--- src/rtl/axi_cmd_pkg.sv ---
// Shared types for the AXI command scheduler: command bundles,
// scheduler states, grant tracking and burst encodings.
package axi_cmd_pkg;

    localparam int AXI_W = 32;
    localparam int AXI_S = 3;
    localparam int AXI_L = AXI_W / 8;
    localparam int AXI_B = AXI_S - 1;

    localparam logic [AXI_B-1:0] BURST_FIXED = 2'd0;
    localparam logic [AXI_B-1:0] BURST_INCR  = 2'd1;
    localparam logic [AXI_B-1:0] BURST_WRAP  = 2'd2;

    typedef struct packed {
        logic [AXI_W-1:0] addr;
        logic [AXI_L-1:0] len;
        logic [AXI_L-1:0] strb;
        logic [AXI_S-1:0] size;
        logic [AXI_B-1:0] burst;
        logic [AXI_W-1:0] data;
        logic [AXI_L-1:0] id;
    } wr_cmd_t;

    typedef struct packed {
        logic [AXI_W-1:0] addr;
        logic [AXI_L-1:0] id;
        logic [AXI_L-1:0] len;
        logic [AXI_S-1:0] size;
        logic [AXI_B-1:0] burst;
    } rd_cmd_t;

    typedef enum logic [2:0] {
        S_IDLE     = 3'd0,
        S_ISSUE_WR = 3'd1,
        S_WAIT_WR  = 3'd2,
        S_ISSUE_RD = 3'd3,
        S_WAIT_RD  = 3'd4
    } sched_state_e;

    typedef enum logic {
        GRANT_WR = 1'b0,
        GRANT_RD = 1'b1
    } grant_e;

endpackage

--- src/rtl/axi_cmd_sched_if.sv ---
// Bus bundle between the host and the command scheduler: request push
// handshakes, command outputs to the AXI master, start/done, status.
// master: host side (drives requests and done pulses).
// slave : scheduler side (drives ready, commands, starts, busy, levels).
interface axi_cmd_sched_if #(
    parameter int WIDTH = 32,
    parameter int SIZE  = 3,
    parameter int DEPTH = 4
);
    localparam int LW  = WIDTH / 8;
    localparam int BW  = SIZE - 1;
    localparam int LVW = $clog2(DEPTH) + 1;

    logic             wr_req_valid;
    logic             wr_req_ready;
    logic [WIDTH-1:0] wr_req_addr;
    logic [LW-1:0]    wr_req_len;
    logic [LW-1:0]    wr_req_strb;
    logic [SIZE-1:0]  wr_req_size;
    logic [BW-1:0]    wr_req_burst;
    logic [WIDTH-1:0] wr_req_data;
    logic [LW-1:0]    wr_req_id;

    logic             rd_req_valid;
    logic             rd_req_ready;
    logic [WIDTH-1:0] rd_req_addr;
    logic [LW-1:0]    rd_req_id;
    logic [LW-1:0]    rd_req_len;
    logic [SIZE-1:0]  rd_req_size;
    logic [BW-1:0]    rd_req_burst;

    logic [WIDTH-1:0] awaddr;
    logic [LW-1:0]    awlen;
    logic [LW-1:0]    wstrb;
    logic [SIZE-1:0]  awsize;
    logic [BW-1:0]    awburst;
    logic [WIDTH-1:0] wdata;
    logic [LW-1:0]    awid;

    logic [WIDTH-1:0] araddr;
    logic [LW-1:0]    arid;
    logic [LW-1:0]    arlen;
    logic [SIZE-1:0]  arsize;
    logic [BW-1:0]    arburst;

    logic             wr_start;
    logic             rd_start;
    logic             wr_done;
    logic             rd_done;
    logic             busy;
    logic [LVW-1:0]   wr_level;
    logic [LVW-1:0]   rd_level;

    modport master (
        output wr_req_valid, wr_req_addr, wr_req_len, wr_req_strb,
        output wr_req_size, wr_req_burst, wr_req_data, wr_req_id,
        output rd_req_valid, rd_req_addr, rd_req_id, rd_req_len,
        output rd_req_size, rd_req_burst,
        output wr_done, rd_done,
        input  wr_req_ready, rd_req_ready,
        input  awaddr, awlen, wstrb, awsize, awburst, wdata, awid,
        input  araddr, arid, arlen, arsize, arburst,
        input  wr_start, rd_start, busy, wr_level, rd_level
    );

    modport slave (
        input  wr_req_valid, wr_req_addr, wr_req_len, wr_req_strb,
        input  wr_req_size, wr_req_burst, wr_req_data, wr_req_id,
        input  rd_req_valid, rd_req_addr, rd_req_id, rd_req_len,
        input  rd_req_size, rd_req_burst,
        input  wr_done, rd_done,
        output wr_req_ready, rd_req_ready,
        output awaddr, awlen, wstrb, awsize, awburst, wdata, awid,
        output araddr, arid, arlen, arsize, arburst,
        output wr_start, rd_start, busy, wr_level, rd_level
    );

endinterface

--- src/rtl/axi_cmd_fifo.sv ---
// Synchronous FIFO with show-ahead head output and occupancy count.
// Ports: push/pop strobes, din/dout (dout = head), full, empty, level.
module axi_cmd_fifo #(
    parameter int W     = 8,
    parameter int DEPTH = 4,
    localparam int AW   = $clog2(DEPTH),
    localparam int LVW  = AW + 1
) (
    input  logic           clk,
    input  logic           rst,
    input  logic           push,
    input  logic           pop,
    input  logic [W-1:0]   din,
    output logic [W-1:0]   dout,
    output logic           full,
    output logic           empty,
    output logic [LVW-1:0] level
);

    localparam logic [LVW-1:0] FULL_CNT = LVW'(DEPTH);

    logic [W-1:0]   mem [DEPTH];
    logic [AW-1:0]  wp;
    logic [AW-1:0]  rp;
    logic [LVW-1:0] cnt;
    logic           do_push;
    logic           do_pop;

    // Pushes into a full FIFO and pops from an empty one are dropped.
    assign do_push = push && !full;
    assign do_pop  = pop && !empty;

    assign full  = (cnt == FULL_CNT);
    assign empty = (cnt == '0);
    assign level = cnt;
    assign dout  = mem[rp];

    always_ff @(posedge clk) begin
        if (do_push) begin
            mem[wp] <= din;
        end
    end

    // DEPTH is a power of two, so the pointers wrap on their own.
    always_ff @(posedge clk) begin
        if (rst) begin
            wp  <= '0;
            rp  <= '0;
            cnt <= '0;
        end else begin
            if (do_push) begin
                wp <= wp + AW'(1);
            end
            if (do_pop) begin
                rp <= rp + AW'(1);
            end
            cnt <= cnt + LVW'(do_push) - LVW'(do_pop);
        end
    end

endmodule

--- src/rtl/axi_cmd_sched.sv ---
// Command scheduler: queues write/read requests, round-robins between
// them and issues one command at a time to the AXI master.
// Ports: clk, resetn (sync, active-high), bus (slave side of the
// request/command bundle: pushes, aw/w/ar commands, start/done,
// busy and FIFO levels).
module axi_cmd_sched #(
    parameter int WIDTH = 32,
    parameter int SIZE  = 3,
    parameter int DEPTH = 4
) (
    input  logic           clk,
    input  logic           resetn,
    axi_cmd_sched_if.slave bus
);
    import axi_cmd_pkg::*;

    localparam int LW = WIDTH / 8;
    localparam int BW = SIZE - 1;

    wr_cmd_t      wr_in;
    wr_cmd_t      wr_head;
    wr_cmd_t      wr_cmd_q;
    rd_cmd_t      rd_in;
    rd_cmd_t      rd_head;
    rd_cmd_t      rd_cmd_q;

    logic         wr_full;
    logic         wr_empty;
    logic         wr_pop;
    logic         rd_full;
    logic         rd_empty;
    logic         rd_pop;

    sched_state_e state_q;
    sched_state_e state_d;
    grant_e       grant_q;
    grant_e       grant_d;

    assign wr_in = '{
        addr:  AXI_W'(bus.wr_req_addr),
        len:   AXI_L'(bus.wr_req_len),
        strb:  AXI_L'(bus.wr_req_strb),
        size:  AXI_S'(bus.wr_req_size),
        burst: AXI_B'(bus.wr_req_burst),
        data:  AXI_W'(bus.wr_req_data),
        id:    AXI_L'(bus.wr_req_id)
    };

    assign rd_in = '{
        addr:  AXI_W'(bus.rd_req_addr),
        id:    AXI_L'(bus.rd_req_id),
        len:   AXI_L'(bus.rd_req_len),
        size:  AXI_S'(bus.rd_req_size),
        burst: AXI_B'(bus.rd_req_burst)
    };

    axi_cmd_fifo #(
        .W     ($bits(wr_cmd_t)),
        .DEPTH (DEPTH)
    ) u_wr_fifo (
        .clk   (clk),
        .rst   (resetn),
        .push  (bus.wr_req_valid),
        .pop   (wr_pop),
        .din   (wr_in),
        .dout  (wr_head),
        .full  (wr_full),
        .empty (wr_empty),
        .level (bus.wr_level)
    );

    axi_cmd_fifo #(
        .W     ($bits(rd_cmd_t)),
        .DEPTH (DEPTH)
    ) u_rd_fifo (
        .clk   (clk),
        .rst   (resetn),
        .push  (bus.rd_req_valid),
        .pop   (rd_pop),
        .din   (rd_in),
        .dout  (rd_head),
        .full  (rd_full),
        .empty (rd_empty),
        .level (bus.rd_level)
    );

    assign bus.wr_req_ready = !wr_full;
    assign bus.rd_req_ready = !rd_full;

    // State, grant history and the command holding registers. A channel's
    // command registers only change when that channel is popped.
    always_ff @(posedge clk) begin
        if (resetn) begin
            state_q  <= S_IDLE;
            grant_q  <= GRANT_RD;
            wr_cmd_q <= '0;
            rd_cmd_q <= '0;
        end else begin
            state_q <= state_d;
            grant_q <= grant_d;
            if (wr_pop) begin
                wr_cmd_q <= wr_head;
            end
            if (rd_pop) begin
                rd_cmd_q <= rd_head;
            end
        end
    end

    // Done pulses only matter in the matching WAIT state; ISSUE always
    // moves on, so a done coincident with start is dropped.
    always_comb begin
        state_d = state_q;
        grant_d = grant_q;
        wr_pop  = 1'b0;
        rd_pop  = 1'b0;
        unique case (state_q)
            S_IDLE: begin
                if (!wr_empty && (rd_empty || grant_q == GRANT_RD)) begin
                    wr_pop  = 1'b1;
                    grant_d = GRANT_WR;
                    state_d = S_ISSUE_WR;
                end else if (!rd_empty) begin
                    rd_pop  = 1'b1;
                    grant_d = GRANT_RD;
                    state_d = S_ISSUE_RD;
                end
            end
            S_ISSUE_WR: state_d = S_WAIT_WR;
            S_WAIT_WR: begin
                if (bus.wr_done) begin
                    state_d = S_IDLE;
                end
            end
            S_ISSUE_RD: state_d = S_WAIT_RD;
            S_WAIT_RD: begin
                if (bus.rd_done) begin
                    state_d = S_IDLE;
                end
            end
            default: state_d = S_IDLE;
        endcase
    end

    assign bus.wr_start = (state_q == S_ISSUE_WR);
    assign bus.rd_start = (state_q == S_ISSUE_RD);
    assign bus.busy     = (state_q != S_IDLE);

    assign bus.awaddr  = WIDTH'(wr_cmd_q.addr);
    assign bus.awlen   = LW'(wr_cmd_q.len);
    assign bus.wstrb   = LW'(wr_cmd_q.strb);
    assign bus.awsize  = SIZE'(wr_cmd_q.size);
    assign bus.awburst = BW'(wr_cmd_q.burst);
    assign bus.wdata   = WIDTH'(wr_cmd_q.data);
    assign bus.awid    = LW'(wr_cmd_q.id);

    assign bus.araddr  = WIDTH'(rd_cmd_q.addr);
    assign bus.arid    = LW'(rd_cmd_q.id);
    assign bus.arlen   = LW'(rd_cmd_q.len);
    assign bus.arsize  = SIZE'(rd_cmd_q.size);
    assign bus.arburst = BW'(rd_cmd_q.burst);

endmodule

--- src/flat_wrapper.sv ---
// flat-port wrapper written by rule: the top's interface ports become plain ports
module axi_cmd_sched_flat import axi_cmd_pkg::*;
#(
    parameter int WIDTH = 32,
    parameter int SIZE  = 3,
    parameter int DEPTH = 4
)
  (clk, resetn, bus_wr_req_valid, bus_wr_req_addr, bus_wr_req_len, bus_wr_req_strb, bus_wr_req_size, bus_wr_req_burst, bus_wr_req_data, bus_wr_req_id, bus_rd_req_valid, bus_rd_req_addr, bus_rd_req_id, bus_rd_req_len, bus_rd_req_size, bus_rd_req_burst, bus_wr_done, bus_rd_done, bus_wr_req_ready, bus_rd_req_ready, bus_awaddr, bus_awlen, bus_wstrb, bus_awsize, bus_awburst, bus_wdata, bus_awid, bus_araddr, bus_arid, bus_arlen, bus_arsize, bus_arburst, bus_wr_start, bus_rd_start, bus_busy, bus_wr_level, bus_rd_level);
  axi_cmd_sched_if #(.WIDTH(WIDTH), .SIZE(SIZE), .DEPTH(DEPTH)) bus_i ();
  input  logic clk;
  input  logic resetn;
  input wire logic [$bits(bus_i.wr_req_valid)-1:0] bus_wr_req_valid;
  input wire logic [$bits(bus_i.wr_req_addr)-1:0] bus_wr_req_addr;
  input wire logic [$bits(bus_i.wr_req_len)-1:0] bus_wr_req_len;
  input wire logic [$bits(bus_i.wr_req_strb)-1:0] bus_wr_req_strb;
  input wire logic [$bits(bus_i.wr_req_size)-1:0] bus_wr_req_size;
  input wire logic [$bits(bus_i.wr_req_burst)-1:0] bus_wr_req_burst;
  input wire logic [$bits(bus_i.wr_req_data)-1:0] bus_wr_req_data;
  input wire logic [$bits(bus_i.wr_req_id)-1:0] bus_wr_req_id;
  input wire logic [$bits(bus_i.rd_req_valid)-1:0] bus_rd_req_valid;
  input wire logic [$bits(bus_i.rd_req_addr)-1:0] bus_rd_req_addr;
  input wire logic [$bits(bus_i.rd_req_id)-1:0] bus_rd_req_id;
  input wire logic [$bits(bus_i.rd_req_len)-1:0] bus_rd_req_len;
  input wire logic [$bits(bus_i.rd_req_size)-1:0] bus_rd_req_size;
  input wire logic [$bits(bus_i.rd_req_burst)-1:0] bus_rd_req_burst;
  input wire logic [$bits(bus_i.wr_done)-1:0] bus_wr_done;
  input wire logic [$bits(bus_i.rd_done)-1:0] bus_rd_done;
  output wire logic [$bits(bus_i.wr_req_ready)-1:0] bus_wr_req_ready;
  output wire logic [$bits(bus_i.rd_req_ready)-1:0] bus_rd_req_ready;
  output wire logic [$bits(bus_i.awaddr)-1:0] bus_awaddr;
  output wire logic [$bits(bus_i.awlen)-1:0] bus_awlen;
  output wire logic [$bits(bus_i.wstrb)-1:0] bus_wstrb;
  output wire logic [$bits(bus_i.awsize)-1:0] bus_awsize;
  output wire logic [$bits(bus_i.awburst)-1:0] bus_awburst;
  output wire logic [$bits(bus_i.wdata)-1:0] bus_wdata;
  output wire logic [$bits(bus_i.awid)-1:0] bus_awid;
  output wire logic [$bits(bus_i.araddr)-1:0] bus_araddr;
  output wire logic [$bits(bus_i.arid)-1:0] bus_arid;
  output wire logic [$bits(bus_i.arlen)-1:0] bus_arlen;
  output wire logic [$bits(bus_i.arsize)-1:0] bus_arsize;
  output wire logic [$bits(bus_i.arburst)-1:0] bus_arburst;
  output wire logic [$bits(bus_i.wr_start)-1:0] bus_wr_start;
  output wire logic [$bits(bus_i.rd_start)-1:0] bus_rd_start;
  output wire logic [$bits(bus_i.busy)-1:0] bus_busy;
  output wire logic [$bits(bus_i.wr_level)-1:0] bus_wr_level;
  output wire logic [$bits(bus_i.rd_level)-1:0] bus_rd_level;
  assign bus_i.wr_req_valid = bus_wr_req_valid;
  assign bus_i.wr_req_addr = bus_wr_req_addr;
  assign bus_i.wr_req_len = bus_wr_req_len;
  assign bus_i.wr_req_strb = bus_wr_req_strb;
  assign bus_i.wr_req_size = bus_wr_req_size;
  assign bus_i.wr_req_burst = bus_wr_req_burst;
  assign bus_i.wr_req_data = bus_wr_req_data;
  assign bus_i.wr_req_id = bus_wr_req_id;
  assign bus_i.rd_req_valid = bus_rd_req_valid;
  assign bus_i.rd_req_addr = bus_rd_req_addr;
  assign bus_i.rd_req_id = bus_rd_req_id;
  assign bus_i.rd_req_len = bus_rd_req_len;
  assign bus_i.rd_req_size = bus_rd_req_size;
  assign bus_i.rd_req_burst = bus_rd_req_burst;
  assign bus_i.wr_done = bus_wr_done;
  assign bus_i.rd_done = bus_rd_done;
  assign bus_wr_req_ready = bus_i.wr_req_ready;
  assign bus_rd_req_ready = bus_i.rd_req_ready;
  assign bus_awaddr = bus_i.awaddr;
  assign bus_awlen = bus_i.awlen;
  assign bus_wstrb = bus_i.wstrb;
  assign bus_awsize = bus_i.awsize;
  assign bus_awburst = bus_i.awburst;
  assign bus_wdata = bus_i.wdata;
  assign bus_awid = bus_i.awid;
  assign bus_araddr = bus_i.araddr;
  assign bus_arid = bus_i.arid;
  assign bus_arlen = bus_i.arlen;
  assign bus_arsize = bus_i.arsize;
  assign bus_arburst = bus_i.arburst;
  assign bus_wr_start = bus_i.wr_start;
  assign bus_rd_start = bus_i.rd_start;
  assign bus_busy = bus_i.busy;
  assign bus_wr_level = bus_i.wr_level;
  assign bus_rd_level = bus_i.rd_level;
  axi_cmd_sched #(.WIDTH(WIDTH), .SIZE(SIZE), .DEPTH(DEPTH)) u_core (.clk(clk), .resetn(resetn), .bus(bus_i));
endmodule
--- config.mk ---
export PLATFORM = sky130hd
export DESIGN_NAME = axi_cmd_sched_flat
export DESIGN_NICKNAME = d
export VERILOG_FILES = /design/src/rtl/axi_cmd_pkg.sv /design/src/rtl/axi_cmd_sched_if.sv /design/src/rtl/axi_cmd_fifo.sv /design/src/rtl/axi_cmd_sched.sv /design/src/flat_wrapper.sv
export SDC_FILE = /design/constraint.sdc
export NUM_CORES = 1
export LEC_CHECK = 0
export ABC_AREA = 1
export BUFFER_PORTS_ARGS = -buffer_cell sky130_fd_sc_hd__buf_2
export CELL_PAD_IN_SITES_DETAIL_PLACEMENT = 0
export CELL_PAD_IN_SITES_GLOBAL_PLACEMENT = 1
export CORE_UTILIZATION = 40
export CTS_BUF_LIST = sky130_fd_sc_hd__clkbuf_8
export CTS_CLUSTER_DIAMETER = 40
export CTS_CLUSTER_SIZE = 24
export DETAILED_ROUTE_END_ITERATION = 12
export PLACE_DENSITY_LB_ADDON = 0.1
export SLEW_MARGIN = 40
export SYNTH_ARGS = -nofsm -noshare
export SYNTH_HDL_FRONTEND = slang
export SYNTH_SLANG_ARGS = --single-unit
--- constraint.sdc ---
create_clock -name clk -period 9.4 [get_ports clk]
set_clock_uncertainty 0.05 [all_clocks]
set_input_delay 0.94 -clock clk [delete_from_list [all_inputs] [get_ports clk]]
set_output_delay 0.94 -clock clk [all_outputs]
set_load 0.01 [all_outputs]
[After elaboration in Yosys (flattened, before gate mapping)]
Memories as Yosys holds them, arrays and structs flattened. A register that Yosys moved wholly into a read port is not among the register bits.
Cells that the tools add are included.
Storage, ports and cells
  flip-flop bits (word level): 18
  input bits: 132
  memory bits (writable): 504
  output and inout port bits: 137
  memories: 2
  word-level logic and storage cells: 60
Memories
  u_core.u_wr_fifo.mem: words 4, width 81, read ports 1, clocked after Yosys merged registers in 1, write ports 1, RTL line axi_cmd_fifo.sv:22  | logic [W-1:0] mem [DEPTH];
  u_core.u_rd_fifo.mem: words 4, width 45, read ports 1, clocked after Yosys merged registers in 1, write ports 1, RTL line axi_cmd_fifo.sv:22
Operators by class
  eq/ne operators: 10
  reduce and logical (&&, ||, !) cells: 16
  multiplexer cells: 16
  add/sub/neg operators: 8
Operators with widths (number)
  $pmux W3 S5: 1
  $mux W3: 4
  $mux W1: 11
  $eq A3 B3 Y1 const B: 3
  $logic_not A3 Y1: 3
  $add A2 B1 Y2 const B: 4
  $add A3 B1 Y3: 2
  $eq A3 B2 Y1 const B: 2
  $ne A2 B2 Y1 const B: 3
  $sub A3 B1 Y3: 2
  $logic_and A1 B1 Y1: 5
  $logic_not A1 Y1: 4
  $eq A3 B1 Y1 const B: 1
  $ne A3 B3 Y1 const B: 1
  $reduce_and A3 Y1: 1
  $reduce_bool A3 Y1: 1
  $reduce_and A2 Y1: 1
  $logic_or A1 B1 Y1: 1

[Depth between registers and ports, before layout]
Gate-level depths: netlist (run 1).
  depth in word-level cells: 7
  depth in mapped cells: 14
  depth with buffers taken out: 13

[By module]
From an unflattened synthesis (run 1), not the netlist that was laid out.
Unflattened totals
  cells, all modules: 1940
  area, all modules: 24549.8 um^2
By module, submodules not included
  axi_cmd_fifo at u_core.u_wr_fifo: seq. area each 9909.5 um^2, instances 1, area each 12568.3 um^2, cells an instance 851
  axi_cmd_fifo at u_core.u_rd_fifo: seq. area each 5585.4 um^2, instances 1, area each 7290.7 um^2, cells an instance 504
  axi_cmd_sched: seq. area each 2602.5 um^2, instances 1, area each 4690.7 um^2, cells an instance 585

[Least setup slack after synthesis (run 1)]
OpenSTA, ideal clock, no wires.
  kind: in2reg
  from: in bus_wr_req_valid
  to: mem u_core.u_wr_fifo.mem[0][0] (netlist name) (enable)
  setup slack: 4.335 ns
  library setup time: 0.521 ns
  path buffers: 0
  stages: 2
  arrival time: 4.493 ns
  required time: 8.829 ns
  path through: nand2_1 -> nor2_1
Between the ends
  word-level cells in the longest chain between the ends: 3
RTL lines
  start: declaration: RTL line flat_wrapper.sv:12  | input wire logic [$bits(bus_i.wr_req_valid)-1:0] bus_wr_req_valid;
  $logic_and A1 B1 Y1: RTL line axi_cmd_fifo.sv:30  | assign do_push = push && !full;
  $mux W1: RTL line axi_cmd_fifo.sv:39  | if (do_push) begin
  $mux W1 (not written as such): RTL line axi_cmd_fifo.sv:40  | mem[wp] <= din;
  end: declaration: RTL line axi_cmd_fifo.sv:22
No other way between the ends.

[Worst setup path in the final report (run 1)]
  from: reg u_core.u_rd_fifo.cnt[1], in the netlist u_core.u_rd_fifo.level[1]
  to: reg u_core.u_rd_fifo.cnt[2], in the netlist u_core.u_rd_fifo.level[2]
Between the ends
  word-level cells in the longest chain between the ends: 7
  elaborated cells on any way between the ends: 13
  classes of those cells: 2 x add/sub; 1 x eq/ne; 3 x mux; 7 x reduce/logical
RTL lines
  start: declaration: RTL line axi_cmd_fifo.sv:25  | logic [LVW-1:0] cnt;
  start signal: assignment: RTL line axi_cmd_fifo.sv:57  | cnt <= cnt + LVW'(do_push) - LVW'(do_pop);
  $logic_not A3 Y1 *: RTL line axi_cmd_fifo.sv:34  | assign empty = (cnt == '0);
  $logic_or A1 B1 Y1: RTL line axi_cmd_sched.sv:119  | if (!wr_empty && (rd_empty || grant_q == GRANT_RD)) begin
  $logic_and A1 B1 Y1: RTL line axi_cmd_sched.sv:119
  $mux W1: RTL line axi_cmd_sched.sv:119
  $mux W1: RTL line axi_cmd_sched.sv:117  | unique case (state_q)
  $logic_and A1 B1 Y1 *: RTL line axi_cmd_fifo.sv:31  | assign do_pop = pop && !empty;
  via u_core.u_rd_fifo.do_pop: RTL line axi_cmd_fifo.sv:27  | logic do_pop;
  $sub A3 B1 Y3 *: RTL line axi_cmd_fifo.sv:57
The timed path passes the listed nets; every way through them passes the cells marked *.
A chain may end at the register's enable or synchronous reset.

==> flow_summary.toml, run 1 <==
[placement]
io_buffers = 268
dp_cells = 3150
hpwl_mm = 32.29
gp_congestion = 0.7522

[logic_synthesis]
netlist-cell-type-count = 28
ys_ff_latch = 648
synth_top_area_share_pct = 60.91
syn_nets = 2352
synth-edff-count = 504
synth_area_leaders = "edfxtp_1, dfxtp_1, nor2_1, o21ai_0, nand2_1"
ys.warnings.count = 0
synth_top_flop_cell = "edfxtp_1"
synth_area_leader_cell = "edfxtp_1"
synth_area_um2 = 24850
ys_seq_area_share_pct = 72.51
synthArstFlopShare_pct = 0
synth_cells = 2206
syn_area_per_cell_um2 = 11.26

[critical_path]
cp_cell_sequence = "nor2_1 -> nand2_2 -> nand2_2 -> nand2_1 -> nand2_8 -> inv_1 -> ha_1 -> inv_1 -> ha_1 -> fa_1 -> xor2_1 -> nor2_1"
path_class = "reg -> reg"
rrSetupSlack_ns = 6.57
path_buf_inv = 2
r2r-end = "u_core.u_rd_fifo.level[2]$_SDFF_PP0_"
worstSetupEndpointType = "register"
cp_slowest_cell = "nand2_8"
critPathArrivalTime_ns = 3.34
max_stage_delay_ns = 0.48
crit_path_start_kind = "register"
worst_r2r_path_depth = 12
path_max_fanout = 93
worst_ep_required_time_ns = 9.91
worstReg2RegStart = "u_core.u_rd_fifo.level[1]$_SDFF_PP0_"
crit_family = "simple AND/OR/NAND/NOR gates"

[die]
io_pins = 269
start_util_pct = 40.86
fp.coreArea_um2 = 60810
fp-row-count = 90
die_area_um2 = 63120
die_y_um = 251.2
die_width_um = 251.2

[sta]
setup_viol = 0
finalHoldViolCount = 0
fin_setup_tns_ns = 0
finalCriticalPeriod_ns = 2.833
holdWs_ns = 0.4039
relSlewSlack_pct = 46.42
fmax_ghz = 0.3530
finalCritPeriodShare_pct = 30.13
tightest_slew_ns = 0.8037
rsz0062_at_grt = "false"
slew_viol_final = 0

[route]
viasPerCell = 4.786
wl_per_cell_um = 17.35
drt-total-wl_mm = 58.13
drt_iter0_markers = 714
route.detailed.drc = 0
num_vias = 16030
ant_nets = 0
drtPass1Iterations = 4

[clocking]
cts_hold_buf = 0
cts_tree = "done"
ctsHtreeMaxLevel = 3
clk_path_buf_depth = 3
clk_pin_slew_ns = 0.07
cts_buffers = 100
cts_setup_buffers = 0
cts_resized = 0
cts_sinks = 648
clk_latency_ns = 0.69
root_buffer = "clkbuf_8"

[run]
max_cap_violations = 0

[pwr]
irDropWorstVdd_uv = 164.7
total_power_mw = 9.407
powerDensity_nw_per_um2 = 320.9
p_leak_nw = 11.52

[worst_hold_path]
min_from = "bus_wr_req_data[13]"
whs_endpoint = "u_core.u_wr_fifo.mem[1][17]$_DFFE_PP_"
worstHoldPathType = "in -> reg"
worstHoldPathCells = 1

[grt]
met3_usage_pct = 5.074
gr-max-usage-layer = "met2"
antenna_found_initial = 19
grt_max_degree = 94
met1_usage_pct = 22.24
use_met2_pct = 31.05
grt_first_pass_wirelength_mm = 88.33
grt_usage_pct = 18.23
grt_overflow_total = 0
grt_pass1_vias = 15480

[layout]
multiInputGateArea_um2 = 5655
drive_gt1_share_pct = 19.07
final_nets = 2618
seqCellArea_um2 = 18020
fin_cells = 3350
nFillCells = 5644
areaGrowthSynthToFinish_pct = 17.97

[outcome]
status = "complete, no violations"
-- logic make-up (layout without fill, tap and decap cells) --
kind of cell | count (synthesis) | in the layout | share of synthesized area [%]
AND/OR/NAND/NOR | 859 | 859 | 13.15
flip-flops | 648 | 648 | 72.51
AO/OA/AOI/OAI | 395 | 395 | 8.375
buffers and inverters | 286 | 639 | 5.051
adder cells (fa/ha/maj) | 14 | 14 | 0.7654
XOR/XNOR | 4 | 4 | 0.1410
other | 0 | 9 | 0
-- Yosys cell counts (3+ instances only) --
master and n:
dfxtp_1 144, o21ai_0 287, buf_2 52, o21ai_1 18
clkbuf_1 47, inv_1 155, xor2_1 3, buf_6 15
nand2_2 3, o22ai_1 81, inv_2 5, nor2_1 574
buf_1 10, a21oi_1 8, edfxtp_1 504, nand2_1 273
ha_1 12
-- metal layers --
metal  wire, µm  vias to the layer above
met5        126                        -
met4       1176                       22
met3       3306                       95
met2      28720                      312
met1      24800                     7616
li1           -                     7989
-- worst max-delay path by stage --
stage / from / endpoint / slack, ns / cells past startpoint
global placement: bus_wr_req_valid / u_core.u_wr_fifo.mem[2][32]$_DFFE_PP_ / 5.95 / 4
global route: u_core.u_rd_fifo.level[1]$_SDFF_PP0_ / u_core.u_rd_fifo.level[2]$_SDFF_PP0_ / 6.32 / 12
detailed placement: bus_wr_req_valid / u_core.u_wr_fifo.mem[3][25]$_DFFE_PP_ / 6.07 / 5
CTS: u_core.u_rd_fifo.level[1]$_SDFF_PP0_ / u_core.u_rd_fifo.level[2]$_SDFF_PP0_ / 6.50 / 12
floorplan: bus_wr_req_valid / u_core.u_wr_fifo.mem[0][0]$_DFFE_PP_ / 4.34 / 2
finish: u_core.u_rd_fifo.level[1]$_SDFF_PP0_ / u_core.u_rd_fifo.level[2]$_SDFF_PP0_ / 6.57 / 12
-- power by group --
group | switching, mW | internal, mW
combinational | 1.85 | 0.877
sequential | 0.232 | 3.63
clock | 1.21 | 1.61
-- state kept, by name, summed over array words and instances (netlist names), 3 cells and up --
register	cells
u_core.u_rd_fifo.level	3
u_core.bus.awsize	3
u_core.bus.wdata	32
u_core.bus.arlen	4
u_core.bus.wstrb	4
u_core.bus.awid	4
u_core.bus.awlen	4
u_core.state_q	3
u_core.u_rd_fifo.mem	180
u_core.bus.arid	4
u_core.bus.araddr	32
u_core.u_wr_fifo.mem	324
u_core.bus.arsize	3
u_core.u_wr_fifo.level	3
u_core.bus.awaddr	32
-- cells in the final DEF (no fill, tap or decap), drive strengths merged --
cell	count
clkinv	25
clkinvlp	14
nor3	2
buf	288
inv	187
ha	12
nand4	1
clkbuf	106
fa	2
dfxtp	144
o21ai	305
edfxtp	504
nand2	277
o22ai	81
diode	9
xor2	3
a21oi	8
nor2	576
xnor2	1
o21a	1
bufinv	19
nand3	3
-- stage by stage --
step	utilization, %	setup WS, ns	cell area (µm²)
floorplan	-	4.335	24850
global placement	43.98	5.952	26740
detailed placement	44.05	6.070	26790
CTS	48.09	6.501	29240
global route	48.18	6.321	29300
finish	48.20	6.567	29310
-- area by class of cell --
cell class / count / area share, %
Timing Repair Buffer: 289 / 5.331
Sequential cell: 648 / 61.49
Multi-Input combinational cell: 1272 / 19.29
Inverter: 161 / 2.092
Clock buffer: 105 / 4.930
Antenna cell: 9 / 0.07683
Tap cell: 782 / 3.338
Clock inverter: 84 / 3.445
Power figures use the tool's default switching activity.
==> run 2: changes to the inputs <==
--- a/config.mk
+++ b/config.mk
@@ -5,7 +5,7 @@
 export SDC_FILE = /design/constraint.sdc
 export NUM_CORES = 1
 export LEC_CHECK = 0
-export ABC_AREA = 1
+export ABC_AREA = 0
 export BUFFER_PORTS_ARGS = -buffer_cell sky130_fd_sc_hd__buf_2
 export CELL_PAD_IN_SITES_DETAIL_PLACEMENT = 0
 export CELL_PAD_IN_SITES_GLOBAL_PLACEMENT = 1
==> constraint.sdc (replaced) <==
create_clock -name clk -period 2.43 [get_ports clk]
set_clock_uncertainty 0.05 [all_clocks]
set_input_delay 0.243 -clock clk [delete_from_list [all_inputs] [get_ports clk]]
set_output_delay 0.243 -clock clk [all_outputs]
set_load 0.01 [all_outputs]
==> run 2 against run 1 <==
Against the previous run:
- sequential cell count unchanged
- via count shrank 19%
- power increased to 3.5 times the previous value
- routed wire length fell by 9.0%
- sequential power rose to 3.8 times the previous value
- worst hold slack worse by 0.33 ns
- clock power grew to 3.5 times the previous value
- critical path type unchanged
==> flow_summary.toml, run 2 <==
[outcome]
status = "complete, no violations"

[layout]
final_nets = 1939
fin_cells = 2644
drive_gt1_share_pct = 34.31
final_cell_mix = "edfxtp_1, buf_2, nand2_1"
final_common_cell = "edfxtp_1"
largestRegisters = "u_core.u_wr_fifo.mem (324), u_core.u_rd_fifo.mem (180)"
largest_register_ffs = 324
areaGrowthSynthToFinish_pct = 26.18
top_register = "u_core.u_wr_fifo.mem"

[logic_synthesis]
synthArstFlopShare_pct = 0
synth.most_common_cell = "edfxtp_1"
synth_area_leader_cell = "edfxtp_1"
netlist-cell-type-count = 36
synth-edff-count = 504
ys_ff_latch = 648
synth_cells = 1321
synth_commonest_cells = "edfxtp_1, nand2_1, dfxtp_1, a21oi_1, mux4_2"
synth_top_flop_cell = "edfxtp_1"
syn_area_per_cell_um2 = 17.81
ys_seq_area_share_pct = 76.58
syn_nets = 1467
synth_area_leaders = "edfxtp_1, dfxtp_1, mux4_2, nand2_1, a21oi_1"
synth_top_area_share_pct = 64.33
synth_area_um2 = 23530
ys.warnings.count = 0

[sta]
fmax_ghz = 0.4269
setup_viol = 0
rsz0062_at_grt = "true"
finalCriticalPeriod_ns = 2.342
slew_viol_final = 0
relSlewSlack_pct = 52.64
finalCritPeriodShare_pct = 96.39
fin_ws_ns = 0.08778
finalHoldViolCount = 0
tightest_slew_ns = 0.7104

[critical_path]
path_class = "reg -> reg"
path_max_fanout = 3
critPathArrivalTime_ns = 2.86
crit_path_start_kind = "register"
path_buf_inv = 3
cp_slowest_cell = "or3b_4"
worstReg2RegStart = "u_core.u_wr_fifo.level[1]$_SDFF_PP0_"
worst_ep_required_time_ns = 2.95
crit_family = "adder cells"
worstSetupEndpointType = "register"
r2r-end = "u_core.u_wr_fifo.level[2]$_SDFF_PP0_"
cp_cell_sequence = "or3b_4 -> and2_4 -> inv_1 -> ha_1 -> inv_1 -> ha_1 -> inv_1 -> fa_1 -> xor2_1 -> xnor2_1 -> nor2_1"
rrSetupSlack_ns = 0.09
worst_r2r_path_depth = 11
critPathMostFrequentCell = "inv_1"
max_stage_delay_ns = 0.40

[route]
route.detailed.drc = 0
drt-total-wl_mm = 52.90
num_vias = 12950
ant_nets = 0
wl_per_cell_um = 20.01
drt_iter0_markers = 523
drtPass1Iterations = 4
viasPerCell = 4.896

[clocking]
clk_pin_slew_ns = 0.06
clk_latency_ns = 0.69
clk_path_buf_depth = 3
cts_buffers = 97
root_buffer = "clkbuf_8"
ctsHtreeMaxLevel = 3
cts_setup_buffers = 0
cts_sinks = 648
cts_tree = "done"

[placement]
io_buffers = 268
hpwl_mm = 30.61
dp_cells = 2329
dp_slack_ns = 0.008531
gp_congestion = 0.6916

[die]
fp-row-count = 88
die_area_um2 = 59790
io_pins = 269
fp.coreArea_um2 = 57920
die_y_um = 244.5
start_util_pct = 40.62
die_width_um = 244.5

[worst_hold_path]
whs_endpoint = "u_core.u_wr_fifo.wp[0]$_SDFFE_PP0P_"
min_from = "bus_wr_req_valid"
worstHoldPathType = "in -> reg"
worstHoldPathCells = 5

[grt]
antenna_found_initial = 4
use_met2_pct = 31.13
grt_first_pass_wirelength_mm = 80.85
grt_max_degree = 50
met1_usage_pct = 21.74
grt_overflow_total = 0
met3_usage_pct = 4.401
gr-max-usage-layer = "met2"
grt_pass1_vias = 13830
grt_usage_pct = 17.98

[pwr]
irDropWorstVdd_uv = 923.9
powerDensity_nw_per_um2 = 1095
p_leak_nw = 10.42

[run]
max_cap_violations = 0
[run 2: cell count changes in the layout (fill, tap and decap cells not counted), sizes merged, moves of 10 or more]
cell         previous run  this run
o22ai                  81         0
nand2                 277       258
buf                   288       314
o21ai                 305         3
inv                   187        43
a21oi                   8       132
nor2                  576         9
mux4                    0       126
dlygate4sd3             0       130
bufinv                 19         9
[run 2: layout make-up]
class	count	area (µm²)
fill	4950	28230
sequential	648	18040
multi-input combinational	586	5106
timing repair buffer	444	3298
clock buffer	102	1404
tap	765	957.2
clock inverter	81	815.8
inverter	16	61.31
antenna	2	5.005
[run 2: layer usage]
metal / share of wire (%) / vias up / wire length [µm]
li1: - / 6004 / -
met4: 2.2 / 6 / 1181
met5: 0.070 / - / 37
met2: 51 / 293 / 26780
met3: 5.3 / 85 / 2829
met1: 42 / 6557 / 22080
[run 2: timing repair]
action                                  in CTS  in global routing
endpoints found under the setup margin       7                  2
cloned                                       0                  0
pin swaps                                    0                  1
resized for setup                            1                  5
hold endpoints to repair                   539                  0
hold buffers                               130                  0
[run 2: worst max-delay path by stage]
| stage | slack, ns | end | start | cells after the start |
|---|---|---|---|---|
| 5_1_grt | -0.03 | u_core.u_wr_fifo.level[2]$_SDFF_PP0_ | u_core.u_wr_fifo.level[2]$_SDFF_PP0_ | 11 |
| 3_3_place_gp | 0.06 | u_core.u_wr_fifo.level[2]$_SDFF_PP0_ | u_core.u_wr_fifo.level[2]$_SDFF_PP0_ | 11 |
| 4_1_cts | 0.06 | u_core.u_wr_fifo.level[2]$_SDFF_PP0_ | u_core.u_wr_fifo.level[2]$_SDFF_PP0_ | 11 |
| 6_report | 0.09 | u_core.u_wr_fifo.level[2]$_SDFF_PP0_ | u_core.u_wr_fifo.level[1]$_SDFF_PP0_ | 11 |
| 3_5_place_dp | 0.009 | u_core.bus.wdata[25]$_SDFFE_PP0N_ | u_core.u_wr_fifo.level[2]$_SDFF_PP0_ | 6 |
| 2_1_floorplan | 0.01 | u_core.u_wr_fifo.level[2]$_SDFF_PP0_ | u_core.u_rd_fifo.level[0]$_SDFF_PP0_ | 12 |
[run 2: power breakdown]
part	switching, mW	leakage, nW	total [mW]	internal, mW
Sequential	0.828	5.80	14.6	13.8
Clock	4.75	1.10	9.90	5.15
Combinational	4.57	3.52	8.00	3.42
Total	10.2	10.4	32.5	22.4
[run 2: through the flow]
stage,power [mW],hold WS (ns),TNS (ns),util [%],cell area [µm²]
detailed placement,22.89,0.3940,0,45.14,26140
CTS,33.09,0.01745,0,51.23,29670
finish,32.52,0.07214,0,51.26,29680
floorplan,19.79,0.2919,0,-,23550
global route,34.28,0.07671,-0.03029,51.25,29680
global placement,22.82,0.3894,0,45.14,26140
[run 2: cells by family (layout without fill, tap and decap cells)]
logic type	after synthesis	in the layout	share of synthesized area, %
compound gates	142	142	3.170
xor+xnor	8	8	0.2978
fa+ha+maj	14	14	0.8084
buf+inv	87	643	1.931
flops	648	648	76.58
mux	126	126	12.06
other cells	0	2	0
simple gates	296	296	5.148
[run 2: worst reg2reg max path, cell delays in order (launching register included)]
cell	delay, ns
dfxtp_2	0.33
or3b_4	0.40
and2_4	0.17
inv_1	0.07
ha_1	0.22
inv_1	0.05
ha_1	0.13
inv_1	0.05
fa_1	0.39
xor2_1	0.19
xnor2_1	0.13
nor2_1	0.05
==> run 3: changes to the inputs <==
--- a/config.mk
+++ b/config.mk
@@ -9,12 +9,14 @@
 export BUFFER_PORTS_ARGS = -buffer_cell sky130_fd_sc_hd__buf_2
 export CELL_PAD_IN_SITES_DETAIL_PLACEMENT = 0
 export CELL_PAD_IN_SITES_GLOBAL_PLACEMENT = 1
+export CORE_ASPECT_RATIO = 1.1
+export CORE_MARGIN = 2
 export CORE_UTILIZATION = 40
 export CTS_BUF_LIST = sky130_fd_sc_hd__clkbuf_8
 export CTS_CLUSTER_DIAMETER = 40
 export CTS_CLUSTER_SIZE = 24
 export DETAILED_ROUTE_END_ITERATION = 12
-export PLACE_DENSITY_LB_ADDON = 0.1
+export PLACE_DENSITY = 0.65
 export SLEW_MARGIN = 40
 export SYNTH_ARGS = -nofsm -noshare
 export SYNTH_HDL_FRONTEND = slang
==> run 3 against run 2 <==
Against the previous run:
- power is 1.4% lower
- routed wire length down 2.1%
- critical path depth did not move
- count of clock-buffer cells in the layout down 4
- sequential cell count did not move
- first-iteration DRC count increased by 46%
- final area down 0.39%
- die area increased by 1.6%
- critical endpoint unchanged
- highest routed layer unchanged
==> flow_summary.toml, run 3 (synthesis gave the netlist of run 2 again) <==
[clocking]
cts_setup_buffers = 0
root_buffer = "clkbuf_8"
clk_pin_slew_ns = 0.08
ctsHtreeMaxLevel = 3
cts_buffers = 92
clk_latency_ns = 0.68
clk_path_buf_depth = 3
cts_sinks = 648
cts_tree = "done"

[critical_path]
worst_ep_required_time_ns = 2.92
critPathArrivalTime_ns = 2.77
worstSetupEndpointType = "register"
max_stage_delay_ns = 0.39
crit_family = "adder cells"
cp_cell_sequence = "or3b_4 -> and2_4 -> inv_2 -> ha_1 -> inv_1 -> ha_1 -> inv_1 -> fa_2 -> xor2_1 -> xnor2_1 -> nor2_1"
startpoint = "u_core.u_wr_fifo.level[1]$_SDFF_PP0_"
path_max_fanout = 3
crit_path_start_kind = "register"
path_class = "reg -> reg"
worstReg2RegStart = "u_core.u_wr_fifo.level[1]$_SDFF_PP0_"
path_buf_inv = 3
cp_slowest_cell = "or3b_4"

[layout]
top_register = "u_core.u_wr_fifo.mem"
nFillCells = 4929
multiInputGateArea_um2 = 5119
final_cell_mix = "edfxtp_1, buf_2, nand2_1"
final_nets = 1939
drive_gt1_share_pct = 34.03
seqCellArea_um2 = 18040
final_common_cell = "edfxtp_1"
largest_register_ffs = 324
areaGrowthSynthToFinish_pct = 25.68
largestRegisters = "u_core.u_wr_fifo.mem (324), u_core.u_rd_fifo.mem (180)"

[run]
max_cap_violations = 0

[sta]
tightest_slew_ns = 0.6637
finalCriticalPeriod_ns = 2.277
holdWs_ns = 0.2500
rsz0062_at_grt = "false"
fmax_ghz = 0.4393
fin_setup_tns_ns = 0
slew_viol_final = 0
finalCritPeriodShare_pct = 93.68
relSlewSlack_pct = 55.75
finalHoldViolCount = 0
setup_viol = 0

[worst_hold_path]
worstHoldPathType = "in -> reg"
min_from = "bus_wr_req_addr[20]"

[pwr]
clockPowerShare_pct = 29.4
p_switching_mw = 10.02
p_comb_share_pct = 24.8
irDropWorstVdd_uv = 615.5
p_leak_nw = 10.41
powerDensity_nw_per_um2 = 1084
internal_power_mw = 22.05
swShare_pct = 31.24
pwr-share-seq_pct = 45.8

[die]
io_pins = 269
die_width_um = 235.2
die_y_um = 258.4
start_util_pct = 40.28
die_area_um2 = 60770
fp.coreArea_um2 = 58410
fp-row-count = 93

[grt]
grt_pass1_vias = 14000
antenna_found_initial = 6
grt_usage_pct = 17.18
grt_max_degree = 81
grt_overflow_total = 0
grt_first_pass_wirelength_mm = 80.20

[route]
drt_iter0_markers = 761
drt-total-wl_mm = 51.77
viasPerCell = 4.928
drtPass1Iterations = 5
ant_nets = 0
route.detailed.drc = 0
num_vias = 12980
wl_per_cell_um = 19.65

[placement]
gp_congestion = 0.7224
hpwl_mm = 30.20
io_buffers = 268

[outcome]
status = "complete, no violations"
run 3: final cells by class:
class,count,share of cell area [%]
clock inverter,75,2.484
inverter,16,0.2031
sequential,648,61.01
tap,760,3.216
antenna,3,0.02539
multi-input combinational,586,17.31
clock buffer,98,4.562
timing repair buffer,449,11.19
run 3: routing by layer:
metal	up-vias	track usage [%]	share of wire, %
met5	-	0	0.073
met4	6	6.069	2.2
met3	77	4.697	6.4
met2	311	29.91	50
met1	6590	20.65	41
li1	6000	-	-
run 3: metrics by stage:
step	utilization, %	power, mW	worst slack [ns]	instances	area, µm²
final	50.62	32.06	0.1535	2635	29570
after global routing	50.62	33.88	0.002970	2635	29570
after CTS	50.53	32.55	0.03146	2631	29520
after detailed placement	44.72	22.86	0.06658	2327	26120
after global placement	44.72	22.74	0.06352	2327	26120
after floorplan	-	19.79	0.01457	1321	23550
run 3: what timing repair did:
item | CTS | global route
endpoints found under the hold margin | 584 | 0
endpoints found under the setup margin | 0 | 3
hold buffers | 131 | 0
gates resized for setup | 0 | 9
run 3: power by group through the flow:
stage | sequential, mW | clock (mW) | combinational [mW]
after floorplan | 15.0 | 0 | 4.75
after global placement | 14.9 | 0 | 7.86
after detailed placement | 15.0 | 0 | 7.91
after CTS | 14.7 | 9.71 | 8.11
after global routing | 14.9 | 10.2 | 8.81
final | 14.7 | 9.41 | 7.96
run 3: final timing paths:
| check | end | slack (ns) | cells past startpoint |
|---|---|---|---|
| setup / recovery | u_core.u_wr_fifo.level[2]$_SDFF_PP0_ | 0.15 | 11 |
| hold reg to reg | u_core.bus.araddr[17]$_SDFFE_PP0N_ | 0.40 | 2 |
| hold / removal | u_core.u_wr_fifo.mem[3][69]$_DFFE_PP_ | 0.25 | 2 |
| setup reg to reg | u_core.u_wr_fifo.level[2]$_SDFF_PP0_ | 0.15 | 11 |
